**config.mk**
```make
export PLATFORM = sky130hd
export DESIGN_NAME = fetch_stage
export DESIGN_NICKNAME = d
export VERILOG_FILES = /design/src/rtl/riscv_core_pkg.sv /design/src/rtl/program_counter.sv /design/src/rtl/fetch_stage.sv
export SDC_FILE = /design/constraint.sdc
export NUM_CORES = 1
export LEC_CHECK = 0
export ABC_AREA = 1
export CAP_MARGIN = 0
export CELL_PAD_IN_SITES_DETAIL_PLACEMENT = 1
export CELL_PAD_IN_SITES_GLOBAL_PLACEMENT = 2
export CORE_MARGIN = 2
export CORE_UTILIZATION = 23
export DETAILED_ROUTE_END_ITERATION = 6
export PLACE_DENSITY_LB_ADDON = 0.1
export SETUP_SLACK_MARGIN = 0.3
export SLEW_MARGIN = 25
export SYNTH_ARGS = -nofsm -noshare
export SYNTH_HDL_FRONTEND = slang
export SYNTH_HIERARCHICAL = 1
export SYNTH_SLANG_ARGS = --single-unit
export TNS_END_PERCENT = 5
```
**constraint.sdc**
```tcl
create_clock -name clk -period 1.8 [get_ports clk]
set_clock_uncertainty 0.05 [all_clocks]
set_input_delay 0.45 -clock clk [delete_from_list [all_inputs] [get_ports clk]]
set_output_delay 0.45 -clock clk [all_outputs]
set_load 0.03 [all_outputs]
```
**src/rtl/riscv_core_pkg.sv**
```systemverilog
// Shared constants and helpers for the RISC-V core front end.
package riscv_core_pkg;

  localparam int XLEN    = 32;
  localparam int INSTR_W = 32;
  localparam int PC_INC  = 4;

  // addi x0,x0,0 -- parked in IF/ID whenever it holds no real instruction
  localparam logic [INSTR_W-1:0] CANONICAL_NOP    = 32'h0000_0013;
  localparam logic [XLEN-1:0]    DEFAULT_RESET_PC = 32'h0000_0000;

  // A fetch target must be word aligned; low bits set mean a bad target.
  function automatic logic is_misaligned(input logic [XLEN-1:0] addr);
    return addr[1:0] != 2'b00;
  endfunction

  // Force a byte address onto its containing word.
  function automatic logic [XLEN-1:0] word_align(input logic [XLEN-1:0] addr);
    return {addr[XLEN-1:2], 2'b00};
  endfunction

endpackage

```
**src/rtl/program_counter.sv**
```systemverilog
// Program counter: PC register, +4 incrementer and redirect/advance/hold mux.
module program_counter
  import riscv_core_pkg::*;
#(
  parameter logic [XLEN-1:0] RESET_PC = DEFAULT_RESET_PC
) (
  input  logic            clk,
  input  logic            rst,             // synchronous, active-low
  input  logic            redirect_valid,
  input  logic [XLEN-1:0] redirect_target, // already word aligned
  input  logic            advance,
  output logic [XLEN-1:0] pc,
  output logic [XLEN-1:0] pc_plus4
);

  logic [XLEN-1:0] pc_q, pc_d;

  // Wraps modulo 2^32 by construction of the fixed-width add.
  assign pc_plus4 = pc_q + XLEN'(PC_INC);
  assign pc       = pc_q;

  // Next-PC select: a redirect beats everything, then advance, else hold.
  always_comb begin
    // NOTE: assign a default first so every path drives pc_d and no latch is inferred.
    pc_d = pc_q;
    if (redirect_valid) begin
      pc_d = redirect_target;
    end else if (advance) begin
      pc_d = pc_plus4;
    end
  end

  // PC register with synchronous reset.
  always_ff @(posedge clk) begin
    // NOTE: sequential state uses non-blocking assignments so all registers update together.
    if (!rst) begin
      pc_q <= RESET_PC;
    end else begin
      pc_q <= pc_d;
    end
  end

endmodule

```
**src/rtl/fetch_stage.sv**
```systemverilog
// Instruction-fetch stage: drives the PC onto the instruction memory and
// captures the returned word into the IF/ID register for decode.
module fetch_stage
  import riscv_core_pkg::*;
#(
  parameter logic [XLEN-1:0]    RESET_PC  = DEFAULT_RESET_PC,
  parameter logic [INSTR_W-1:0] NOP_INSTR = CANONICAL_NOP
) (
  input  logic               clk,
  input  logic               rst,            // synchronous, active-low
  output logic [XLEN-1:0]    imem_addr,
  input  logic [INSTR_W-1:0] imem_rdata,
  input  logic               redirect_valid,
  input  logic [XLEN-1:0]    redirect_pc,
  input  logic               id_ready,
  output logic               if_id_valid,
  output logic [INSTR_W-1:0] if_id_instr,
  output logic [XLEN-1:0]    if_id_pc,
  output logic [XLEN-1:0]    if_id_pc_plus4,
  output logic               misalign_err,
  output logic [31:0]        fetch_cnt
);

  logic [XLEN-1:0] pc, pc_plus4;
  logic            advance;

  logic               if_id_valid_q;
  logic [INSTR_W-1:0] if_id_instr_q;
  logic [XLEN-1:0]    if_id_pc_q, if_id_pc_plus4_q;
  logic               misalign_err_q;
  logic [31:0]        fetch_cnt_q;

  // The IF/ID slot can take a new word when it is empty or being consumed.
  // The valid bit doubles as the BUBBLE/VALID control state.
  assign advance = !if_id_valid_q || id_ready;

  program_counter #(
    .RESET_PC (RESET_PC)
  ) u_pc (
    .clk             (clk),
    .rst             (rst),
    .redirect_valid  (redirect_valid),
    .redirect_target (word_align(redirect_pc)),
    .advance         (advance),
    .pc              (pc),
    .pc_plus4        (pc_plus4)
  );

  // Memory is combinational, so the address is the live PC.
  assign imem_addr = pc;

  // IF/ID capture, flush on redirect, hold on stall; counter and error pulse.
  always_ff @(posedge clk) begin
    if (!rst) begin
      if_id_valid_q    <= 1'b0;
      if_id_instr_q    <= NOP_INSTR;
      if_id_pc_q       <= '0;
      if_id_pc_plus4_q <= '0;
      misalign_err_q   <= 1'b0;
      fetch_cnt_q      <= '0;
    end else if (redirect_valid) begin
      // Flush: the word fetched this cycle is on the wrong path.
      if_id_valid_q  <= 1'b0;
      if_id_instr_q  <= NOP_INSTR;
      misalign_err_q <= is_misaligned(redirect_pc);
    end else if (advance) begin
      if_id_valid_q    <= 1'b1;
      if_id_instr_q    <= imem_rdata;
      if_id_pc_q       <= pc;
      if_id_pc_plus4_q <= pc_plus4;
      misalign_err_q   <= 1'b0;
      fetch_cnt_q      <= fetch_cnt_q + 32'd1;
    end else begin
      // Stall: decode has not taken the current word, keep it intact.
      misalign_err_q <= 1'b0;
    end
  end

  assign if_id_valid    = if_id_valid_q;
  assign if_id_instr    = if_id_instr_q;
  assign if_id_pc       = if_id_pc_q;
  assign if_id_pc_plus4 = if_id_pc_plus4_q;
  assign misalign_err   = misalign_err_q;
  assign fetch_cnt      = fetch_cnt_q;

endmodule
```
==> results.sh <==
export IMPL_vias_per_cell=4.429
export IMPL_fin_crit_ns=1.746
export IMPL_swShare_pct=30.54
export IMPL_p_clk_share_pct=38.4
export IMPL_hold_class="register to register"
export IMPL_synth_area_um2=7362
export IMPL_antenna_found_initial=1
export IMPL_clk_latency_ns=0.43
export IMPL_start_util_pct=23.33
export IMPL_io_pins=230
export IMPL_crit_arrival_ns=2.06
export IMPL_powerDensity_nw_per_um2=759.9
export IMPL_wirelength_mm=30.98
export IMPL_clk_pin_slew_worst_paths_ns=0.07
export IMPL_slowest_stage="clkdlybuf4s50_1"
export IMPL_critPathLaunchType="input pin"
export IMPL_synth_flop_cell="dfxtp_1"
export IMPL_io_buffers=229
export IMPL_maxSlewViolCount=0
export IMPL_cp_max_fo=8
export IMPL_drtIter0Drc=310
export IMPL_fin_util_pct=37.65
export IMPL_vias=7818
export IMPL_cts_htree_levels=4
export IMPL_fill_cells=3818
export IMPL_grt_pass1_vias=7961
export IMPL_cts_tree="built"
export IMPL_power_share_sequential_pct=43.2
export IMPL_synth_edff_count=0
export IMPL_avgSynthCellArea_um2=7.025
export IMPL_routedWlPerCell_um=17.55
export IMPL_final_common_cell="nor2_1"
export IMPL_status="completed"
export IMPL_hold_buffers=0
export IMPL_first_pass_iters=4
export IMPL_worst_ep_required_time_ns=2.12
export IMPL_final_cells=1765
export IMPL_postSynth_asyncResetShare_pct=0
export IMPL_rows=65
export IMPL_irDropWorstVdd_mv=0.6444
export IMPL_final_cell_area_um2=11880
export IMPL_yosys_warnings=6
export IMPL_grt_use_total_pct=17.17
export IMPL_syn_inst=1048
export IMPL_cts_buffers=17
export IMPL_final_cell_mix="nor2_1, nand2_1, dfxtp_1, clkdlybuf4s15_2, o21ai_0"
export IMPL_clk_path_buf_depth=2
export IMPL_drv_cap=0
export IMPL_cp_end_kind="register"
export IMPL_die_width_um=182.9
export IMPL_crit_path_start="id_ready"
export IMPL_drc=0
export IMPL_fmax_mhz=572.8
export IMPL_root_buffer="clkbuf_16"
export IMPL_final_setup_viol_count=0
export IMPL_core_area_um2=31560
export IMPL_hold_violations=0
export IMPL_hp_start="if_id_instr[17]"
export IMPL_gp_congestion=0.7704
export IMPL_rsz0062_at_grt="yes"
export IMPL_area_growth_pct=61.39
export IMPL_die_h_um=182.9
export IMPL_placed_cells=1685
export IMPL_drive_gt1_share_pct=31.50
export IMPL_seq_area_frac_synth_pct=44.05
export IMPL_intPower_mw=6.272
export IMPL_slew_headroom_pct=58.19
export IMPL_p_switching_mw=2.757
export IMPL_critPathKind="input pin to register"
export IMPL_global_route_overflow_total=0
export IMPL_dieArea_um2=33460
export IMPL_tightest_slew_ns=0.6263
export IMPL_placed_area_um2=10500
export IMPL_combPwrFrac_pct=18.4
export IMPL_ys_ff_latch=162
export IMPL_yosysUniqueCellTypes=33
export IMPL_p_leak_nw=4.876
export IMPL_fin_ws_ns=0.05414
export IMPL_worst_path_largest_cell_delay_ns=0.48
export IMPL_crit_chain="clkdlybuf4s50_1, inv_2, a21oi_4, buf_6, buf_12, buf_4, buf_4, buf_16, nor2_1, nor2_1"
export IMPL_dp_hpwl_mm=20.88
export IMPL_grt_max_degree=66
export IMPL_fin_crit_sh_pct=96.99
export IMPL_ant_nets=0
export IMPL_nets=1419
export IMPL_grt_pass1_wl_mm=44.63
export IMPL_cp_num_buf_inv=7
export IMPL_place_ws_ns=-0.4519
export IMPL_regToRegStartpoint="u_pc/pc[10]"
export IMPL_clock_sinks=162
export IMPL_power_mw=9.029
export IMPL_critPathTopFamily="buffers and inverters"
layer usage:
layer / vias up / track usage [%] / share of wire (%)
met5: - / 0 / 0
met4: 0 / 4.192 / 1.1
met3: 18 / 4.190 / 4.2
met2: 128 / 30.81 / 51
met1: 3729 / 20.59 / 44
li1: 3943 / - / -
repair_timing:
action	4_1_cts	5_1_grt
resized for setup	597	95
gates cloned	0	9
pin swaps	5	34
endpoints found under the setup margin	279	280
buffers inserted	6	32
cell usage after synthesis (all sizes together) (3+ instances only):
cell / count / share of area, %
nand3b: 7 / 0.71
nand2: 220 / 12
nor3: 7 / 0.48
a31oi: 7 / 0.59
a22oi: 22 / 2.2
buf: 19 / 1.4
nor3b: 3 / 0.51
nand4: 13 / 1.1
nor2: 280 / 16
clkbuf: 27 / 1.4
nand3: 39 / 2.8
o21ai: 99 / 6.7
xnor2: 5 / 0.59
xor2: 12 / 2.1
a21oi: 42 / 3.0
dfxtp: 162 / 44
inv: 75 / 3.8
and2: 4 / 0.34
worst min-delay path, delay by kind of cell, from the launching register on:
kind	cells	cell delay [ns]
and+or+nand+nor	1	0.06
AOI/OAI and AO/OA	1	0.05
DFF	1	0.31
logic make-up (layout without fill, tap and decap cells):
group                    after synthesis  after routing  share of synthesized area (%)
other                                  1              3                        0.05094
AND/OR/NAND/NOR                      573            573                          33.46
buffers and inverters                121            434                          6.577
adder cells (fa/ha/maj)                2              2                         0.3399
flip-flops                           162            162                          44.05
AO/OA/AOI/OAI                        172            172                          12.78
XOR/XNOR                              17             17                          2.736
layout make-up:
class,count,area [um^2],area share [%]
Multi-Input combinational cell,766,3864,32.52
Sequential cell,162,3353,28.22
Timing Repair Buffer,327,3333,28.05
Tap cell,402,503.0,4.233
Clock buffer,18,439.2,3.696
Inverter,75,281.5,2.369
Clock inverter,14,105.1,0.8846
Antenna cell,1,2.502,0.02106
metrics by stage:
stage,setup TNS [ns],hold WS [ns]
after floorplan,0,0.4970
after global placement,-31.72,0.3982
after detailed placement,-30.99,0.4043
after CTS,0,0.4155
after global routing,0,0.4418
final,0,0.4108
power groups by stage:
stage	registers [mW]	logic (mW)	clock network, mW
after floorplan	4.34	0.439	0
after global placement	4.01	1.54	0
after detailed placement	4.01	1.55	0
after CTS	3.92	1.50	3.64
after global routing	3.93	1.79	3.78
final	3.90	1.66	3.46
sequential cells by signal, indices dropped and copies added (netlist names):
signal / count
if_id_pc: 32
fetch_cnt: 32
u_pc/pc: 32
if_id_valid: 1
if_id_pc_plus4: 32
misalign_err: 1
if_id_instr: 32
path summary, 6_finish.rpt:
path / endpoint / slack, ns / cells past startpoint
setup / recovery: fetch_cnt[1] / 0.05 / 10
hold / removal: if_id_instr[17] / 0.41 / 2
setup reg to reg: u_pc/pc[15] / 0.16 / 8
hold reg to reg: if_id_instr[17] / 0.41 / 2
Power figures use the tool's default switching activity.
